## src/rtl/result_drain_if.sv

```systemverilog
// Output beat stream of result_drain: 512-bit valid/ready beats with an
// end-of-drain marker on the high beat of the final line.
interface result_drain_if;
    logic         m_valid;
    logic         m_ready;
    logic [511:0] m_data;
    logic         m_last;

    modport master (output m_valid, output m_data, output m_last, input  m_ready);
    modport slave  (input  m_valid, input  m_data, input  m_last, output m_ready);
endinterface

```

## src/rtl/result_drain.sv

```systemverilog
// Drains result RAM lines 0..end_address as two 512-bit beats per line, then
// pulses block_out_finish or page_finish. Optional stall counter: RESULT_DRAIN_STALL_CNT_EN.
module result_drain #(
    parameter int LINE_CREDITS = 2,
    parameter int CLEAR_CYCLES = 514
) (
    input  logic            clk,
    input  logic            rst_n,
    input  logic            start,
    input  logic [8:0]      end_address,
    input  logic            last_page,
    output logic            rd_en,
    output logic [8:0]      rd_address,
    input  logic [1023:0]   ram_data,
    result_drain_if.master  m_if,
    output logic            block_out_finish,
    output logic            page_finish,
    output logic            busy,
    output logic [31:0]     stall_cycles
);
    localparam int PW = (LINE_CREDITS > 2) ? 2 : 1;
    localparam int CW = $clog2(LINE_CREDITS + 1) + 1;
    localparam int KW = $clog2(CLEAR_CYCLES + 1);

    typedef enum logic [1:0] {S_IDLE, S_DRAIN, S_FINISH, S_CLEAR} state_t;

    function automatic logic [PW-1:0] ptr_inc(input logic [PW-1:0] p);
        return (p == PW'(LINE_CREDITS - 1)) ? '0 : p + 1'b1;
    endfunction

    state_t          r_state;
    logic            r_busy;
    logic            r_rd_en;
    logic [8:0]      r_rd_addr;
    logic [9:0]      r_rd_ptr;
    logic            r_cap_p1;
    logic [8:0]      r_end_addr;
    logic            r_last_page;
    logic [8:0]      r_out_line;
    logic            r_beat;
    logic [PW-1:0]   r_wrp;
    logic [PW-1:0]   r_rdp;
    logic [CW-1:0]   r_cnt;
    logic            r_blk_fin;
    logic            r_pg_fin;
    logic [KW-1:0]   r_clr_cnt;
    logic [1023:0]   r_fifo [LINE_CREDITS];

    logic            w_valid;
    logic            w_acc;
    logic            w_pop;
    logic            w_at_end;
    logic            w_issue;
    logic [CW-1:0]   w_occ;
    logic [1023:0]   w_head;

    assign w_head   = r_fifo[r_rdp];
    assign w_valid  = (r_state == S_DRAIN) && (r_cnt != '0);
    assign w_acc    = w_valid && m_if.m_ready;
    assign w_pop    = w_acc && r_beat;
    assign w_at_end = (r_out_line == r_end_addr);
    // A line popping this cycle frees its credit immediately, so reads stay back-to-back.
    assign w_occ    = r_cnt + CW'(r_rd_en) + CW'(r_cap_p1) - CW'(w_pop);
    assign w_issue  = (r_state == S_DRAIN) && (r_rd_ptr <= {1'b0, r_end_addr}) &&
                      (w_occ < CW'(LINE_CREDITS));

    assign m_if.m_valid     = w_valid;
    assign m_if.m_data      = !w_valid ? '0 : (r_beat ? w_head[1023:512] : w_head[511:0]);
    assign m_if.m_last      = w_valid && r_beat && w_at_end;
    assign rd_en            = r_rd_en;
    assign rd_address       = r_rd_addr;
    assign block_out_finish = r_blk_fin;
    assign page_finish      = r_pg_fin;
    assign busy             = r_busy;

    // Stage p1: capture RAM output one cycle after the read was issued
    always_ff @(posedge clk) begin
        if (r_cap_p1) r_fifo[r_wrp] <= ram_data;
    end

    always_ff @(posedge clk or negedge rst_n) begin
        if (!rst_n) begin
            r_state     <= S_IDLE;
            r_busy      <= 1'b0;
            r_rd_en     <= 1'b0;
            r_rd_addr   <= '0;
            r_rd_ptr    <= '0;
            r_cap_p1    <= 1'b0;
            r_end_addr  <= '0;
            r_last_page <= 1'b0;
            r_out_line  <= '0;
            r_beat      <= 1'b0;
            r_wrp       <= '0;
            r_rdp       <= '0;
            r_cnt       <= '0;
            r_blk_fin   <= 1'b0;
            r_pg_fin    <= 1'b0;
            r_clr_cnt   <= '0;
        end else begin
            r_rd_en   <= 1'b0;
            r_cap_p1  <= r_rd_en;
            r_blk_fin <= 1'b0;
            r_pg_fin  <= 1'b0;
            if (r_cap_p1) r_wrp <= ptr_inc(r_wrp);
            if (w_pop) begin
                r_rdp      <= ptr_inc(r_rdp);
                r_out_line <= r_out_line + 9'd1;
            end
            if (w_acc) r_beat <= ~r_beat;
            r_cnt <= r_cnt + CW'(r_cap_p1) - CW'(w_pop);

            unique case (r_state)
                S_IDLE: begin
                    if (start) begin
                        r_state     <= S_DRAIN;
                        r_busy      <= 1'b1;
                        r_end_addr  <= end_address;
                        r_last_page <= last_page;
                        r_rd_en     <= 1'b1;
                        r_rd_addr   <= '0;
                        r_rd_ptr    <= 10'd1;
                        r_out_line  <= '0;
                        r_beat      <= 1'b0;
                    end
                end
                S_DRAIN: begin
                    if (w_issue) begin
                        r_rd_en   <= 1'b1;
                        r_rd_addr <= r_rd_ptr[8:0];
                        r_rd_ptr  <= r_rd_ptr + 10'd1;
                    end
                    if (w_pop && w_at_end) begin
                        r_state   <= S_FINISH;
                        r_pg_fin  <= r_last_page;
                        r_blk_fin <= !r_last_page;
                    end
                end
                S_FINISH: begin
                    r_clr_cnt <= '0;
                    if (r_last_page) begin
                        r_state <= S_CLEAR;
                    end else begin
                        r_state <= S_IDLE;
                        r_busy  <= 1'b0;
                    end
                end
                S_CLEAR: begin
                    if (r_clr_cnt == KW'(CLEAR_CYCLES - 1)) begin
                        r_state <= S_IDLE;
                        r_busy  <= 1'b0;
                    end else begin
                        r_clr_cnt <= r_clr_cnt + 1'b1;
                    end
                end
                default: r_state <= S_IDLE;
            endcase
        end
    end

`ifdef RESULT_DRAIN_STALL_CNT_EN
    function automatic logic [31:0] sat_inc(input logic [31:0] v);
        return (v == '1) ? v : v + 32'd1;
    endfunction

    logic [31:0] r_stall;

    always_ff @(posedge clk or negedge rst_n) begin
        if (!rst_n) begin
            r_stall <= '0;
        end else if (r_state == S_IDLE && start) begin
            r_stall <= '0;
        end else if (w_valid && !m_if.m_ready) begin
            r_stall <= sat_inc(r_stall);
        end
    end

    assign stall_cycles = r_stall;
`else
    assign stall_cycles = '0;
`endif
endmodule

```

## src/flat_wrapper.sv

```systemverilog
// flat-port wrapper written by rule: the top's interface ports become plain ports
module result_drain_flat 
#(
    parameter int LINE_CREDITS = 2,
    parameter int CLEAR_CYCLES = 514
)
  (clk, rst_n, start, end_address, last_page, rd_en, rd_address, ram_data, block_out_finish, page_finish, busy, stall_cycles, m_if_m_valid, m_if_m_data, m_if_m_last, m_if_m_ready);
  result_drain_if m_if_i ();
  input  logic clk;
  input  logic rst_n;
  input  logic start;
  input  logic [8:0] end_address;
  input  logic last_page;
  output logic rd_en;
  output logic [8:0] rd_address;
  input  logic [1023:0] ram_data;
  output logic block_out_finish;
  output logic page_finish;
  output logic busy;
  output logic [31:0] stall_cycles;
  output wire logic [$bits(m_if_i.m_valid)-1:0] m_if_m_valid;
  output wire logic [$bits(m_if_i.m_data)-1:0] m_if_m_data;
  output wire logic [$bits(m_if_i.m_last)-1:0] m_if_m_last;
  input wire logic [$bits(m_if_i.m_ready)-1:0] m_if_m_ready;
  assign m_if_m_valid = m_if_i.m_valid;
  assign m_if_m_data = m_if_i.m_data;
  assign m_if_m_last = m_if_i.m_last;
  assign m_if_i.m_ready = m_if_m_ready;
  result_drain #(.LINE_CREDITS(LINE_CREDITS), .CLEAR_CYCLES(CLEAR_CYCLES)) u_core (.clk(clk), .rst_n(rst_n), .start(start), .end_address(end_address), .last_page(last_page), .rd_en(rd_en), .rd_address(rd_address), .ram_data(ram_data), .m_if(m_if_i), .block_out_finish(block_out_finish), .page_finish(page_finish), .busy(busy), .stall_cycles(stall_cycles));
endmodule
```

## config.mk

```make
export PLATFORM = sky130hd
export DESIGN_NAME = result_drain_flat
export DESIGN_NICKNAME = d
export VERILOG_FILES = /design/src/rtl/result_drain_if.sv /design/src/rtl/result_drain.sv /design/src/flat_wrapper.sv
export SDC_FILE = /design/constraint.sdc
export NUM_CORES = 2
export LEC_CHECK = 0
export BUFFER_PORTS_ARGS = -buffer_cell sky130_fd_sc_hd__buf_2
export CAP_MARGIN = 20
export CORE_AREA = 5 5 620 622
export CTS_BUF_LIST = sky130_fd_sc_hd__clkbuf_16
export DETAILED_ROUTE_END_ITERATION = 12
export DIE_AREA = 0 0 625 627
export PLACE_DENSITY = 0.41
export SYNTH_ARGS = -nofsm -noshare
export SYNTH_HDL_FRONTEND = slang
export SYNTH_SLANG_ARGS = --single-unit
```

## constraint.sdc

```tcl
create_clock -name clk -period 55.5 [get_ports clk]
set_input_delay 2.775 -clock clk [delete_from_list [all_inputs] [get_ports clk]]
set_output_delay 2.775 -clock clk [all_outputs]
set_load 0.005 [all_outputs]
```

==> results.toml <==
[detailed_routing]
drt_iter0_drc = 3179
first_pass_iters = 6
wl_per_cell_um = 27.7
num_vias = 43706
vias_per_cell = 4.13
ant_nets = 0
drc = 0
wirelength_mm = 293

[clock_network]
cts.sinks = 2109
cts_tree = "yes"
clock_latency_ns = 0.89
post_cts_buffers = 0
clk_path_buf_depth = 4
clkTransAtPathRegs_ns = 0.06
ctsHoldBuffers = 0
numCtsBuffers = 242
cts_resized = 0
root_buffer = "clkbuf_16"
cts_max_level = 4

[setup_path]
cp_cell_sequence = "buf_4 > buf_12 > buf_4 > buf_4 > buf_4 > mux4_2 > and2_1 > buf_2"
critical_path_buf_inv_count = 6
slowest_delay_ns = 0.76
arrival_ns = 6.20
critPathCaptureType = "primary output"
crit_path_top_delay_cell = "buf_4"
r2r_slack_ns = 48.30
startpoint_type = "flop"
required_ns = 52.73
critical_path.top_delay_family = "buffers and inverters"
crit_type = "flop to primary output"
crit_top_cell = "buf_4"
path_max_fanout = 81

[power]
pwr_density_cell_nw_per_um2 = 49.9
ir_drop_mv = 0.0355
p_switching_mw = 1.58
pwr-share-seq = 0.385
internal_power_mw = 3.51
leakagePower_nw = 35.1
power_frac_clock = 0.300
p_sw_frac = 0.310
combPwrFrac = 0.314

[floorplan]
die_area_um2 = 392000
core_area_um2 = 378000
start_util = 0.213
io_pins = 1597
num_rows = 226
die_h_um = 627
fp.dieW_um = 625

[global_routing]
first_global_vias = 45376
antenna_found_initial = 356
grt_use_total = 0.143
grt_overflow_total = 0
grt_pass1_wl_mm = 391
grt_max_degree = 150

[synthesis]
avgSynthCellArea_um2 = 22.3
yosysUniqueCellTypes = 44
ys_seq_elements = 2109
syn_inst = 3604
async_reset_ff_frac = 0.0289
netlist_area_um2 = 80400
yosysWarnings = 0
synthFlopType = "edfxtp_1"
yosysSeqAreaShare = 0.784
synth-edff-count = 2048

[timing]
worst-slew-pin-transition_ns = 1.10
grt_setup_unrepaired = "no"
finalHoldViolations = 0
setup_tns_ns = 0
fin_crit_ns = 8.97
finalCritPeriodShare = 0.162
slew_headroom = 0.266
maxSlewViolCount = 0
whs_ns = 0.475
max_freq_ghz = 0.111
finalSetupViolations = 0
fin_skew_ns = 0.0327

[layout]
finish.utilization = 0.270
fillers = 38260
post_route_cells_drive_above_1_share = 0.451
fin_area_um2 = 102000
area_delta_synth_final_pct = 26.9
finalNetCount = 6343

[placement]
placed_cell_area_um2 = 94200
hpwl_mm = 217
numPortBuffers = 1564
gp_congestion = 0.824

[run_status]
outcome = "finished clean"

[min_path]
worst_hold_path_type = "flop to flop"

[flow_run]
max_cap_violations = 0
## worst reg2reg max path: stages (launching register included)
cell and delay, ns:
dfrtp_1 0.41, and2_4 0.84, buf_4 0.83, buf_4 0.81, buf_4 0.70, buf_4 0.68
buf_12 0.65, buf_4 1.12, buf_4 0.75
## routing by layer
| metal | wire (µm) | vias to the layer above | track usage |
|---|---|---|---|
| met5 | 1090 | - | 0 |
| met4 | 9040 | 168 | 0.0334 |
| met3 | 29000 | 849 | 0.0575 |
| met2 | 148000 | 1942 | 0.251 |
| met1 | 106000 | 22607 | 0.161 |
| li1 | - | 18140 | - |
## metrics by stage
| step | power (mW) | setup slack [ns] | cells |
|---|---|---|---|
| finish | 5.08 | 46.53 | 10582 |
| global route | 5.34 | 45.84 | 10513 |
| CTS | 5.21 | 46.10 | 10498 |
| detailed placement | 3.65 | 47.14 | 10058 |
| global placement | 3.65 | 47.19 | 10056 |
| floorplan | 3.06 | 10.35 | 3635 |
## synthesized netlist by cell type (2+ instances only)
master | instances | share of area
edfxtp_1 | 2048 | 0.77
and2_1 | 514 | 0.040
mux4_2 | 512 | 0.14
clkbuf_1 | 124 | 0.0058
dfrtp_1 | 61 | 0.019
buf_2 | 55 | 0.0034
nand2_1 | 44 | 0.0021
buf_4 | 32 | 0.0030
o21ai_0 | 26 | 0.0016
nand3_1 | 22 | 0.0014
inv_1 | 21 | 0.00098
nor2_1 | 20 | 0.00093
ha_1 | 17 | 0.0026
xnor2_1 | 12 | 0.0013
xor2_1 | 11 | 0.0012
a21oi_1 | 10 | 0.00062
nor3_1 | 9 | 0.00056
and3_1 | 8 | 0.00062
a221o_1 | 6 | 0.00075
nand4_1 | 6 | 0.00047
a21o_1 | 5 | 0.00047
buf_1 | 4 | 0.00019
nor4_1 | 4 | 0.00031
or3_1 | 4 | 0.00031
mux2i_1 | 3 | 0.00037
nor2b_1 | 3 | 0.00023
a22o_1 | 2 | 0.00022
fa_1 | 2 | 0.00050
nand3b_1 | 2 | 0.00019
nor3b_1 | 2 | 0.00019
or2_2 | 2 | 0.00016
## cells by family after synthesis
logic type,after synthesis,synth area share
fa+ha+maj,19,0.00315
simple gates,644,0.0478
flops,2109,0.784
compound gates,57,0.00489
mux,515,0.144
buf+inv,236,0.0134
other cells,1,0.0000467
xor+xnor,23,0.00251
## power groups by stage
stage / registers [mW] / clock network, mW / logic (mW)
after floorplan: 2.18 / 0 / 0.889
final: 1.96 / 1.53 / 1.60
after CTS: 1.96 / 1.58 / 1.67
after detailed placement: 1.99 / 0 / 1.66
after global placement: 1.99 / 0 / 1.66
after global routing: 1.97 / 1.65 / 1.72
## cell type report
type                       instances  area (µm²)  area share
sequential                      2109       63000       0.618
multi-input combinational       1290       16400       0.161
timing repair buffer            1622        8420      0.0825
tap                             5016        6280      0.0615
clock buffer                     243        6080      0.0596
clock inverter                   197        1500      0.0147
antenna                           84         210     0.00206
inverter                          21        78.8    0.000773
## path summary, 6_finish.rpt
kind	from	endpoint	depth (start not counted)
setup / recovery	u_core.r_rdp	m_if_m_data[149]	8
hold / removal	u_core.rd_en	u_core.r_cap_p1	0
setup reg to reg	u_core.r_wrp	u_core.r_fifo[1][213]	8
hold reg to reg	u_core.rd_en	u_core.r_cap_p1	0
max in group asynchronous	rst_n	u_core.r_beat	1
min in group asynchronous	rst_n	u_core.r_clr_cnt[2]	1
## cell usage in the layout (no fill, tap or decap), drive strengths merged, types with 2 or more instances in the layout
cell / synthesis / routed
o21ai: 26 / 26
nand4: 6 / 6
and2: 514 / 514
or3: 4 / 4
edfxtp: 2048 / 2048
nor3b: 2 / 2
nand2: 44 / 44
xor2: 11 / 11
fa: 2 / 2
a21oi: 10 / 10
conb: 1 / 32
xnor2: 12 / 12
a21o: 5 / 5
nor4: 4 / 4
nor2: 21 / 21
a221o: 6 / 6
clkbuf: 124 / 243
mux4: 512 / 512
bufinv: 0 / 18
and3: 8 / 8
nand3: 22 / 22
inv: 21 / 89
clkinv: 0 / 102
diode: 0 / 84
mux2i: 3 / 3
nor2b: 3 / 3
nor3: 9 / 9
nand3b: 2 / 2
dfrtp: 61 / 61
buf: 91 / 1622
ha: 17 / 17
clkinvlp: 0 / 9
or2: 2 / 2
a22o: 2 / 2
## registers in the layout (all words and copies together) (netlist names), 2 cells and up
name               cells
u_core.r_cnt           3
u_core.r_rd_ptr       10
u_core.r_state         2
u_core.r_out_line      9
u_core.r_clr_cnt      10
u_core.rd_address      9
u_core.r_fifo       2048
u_core.r_end_addr      9
No activity file was read; power rests on OpenSTA's default activity.
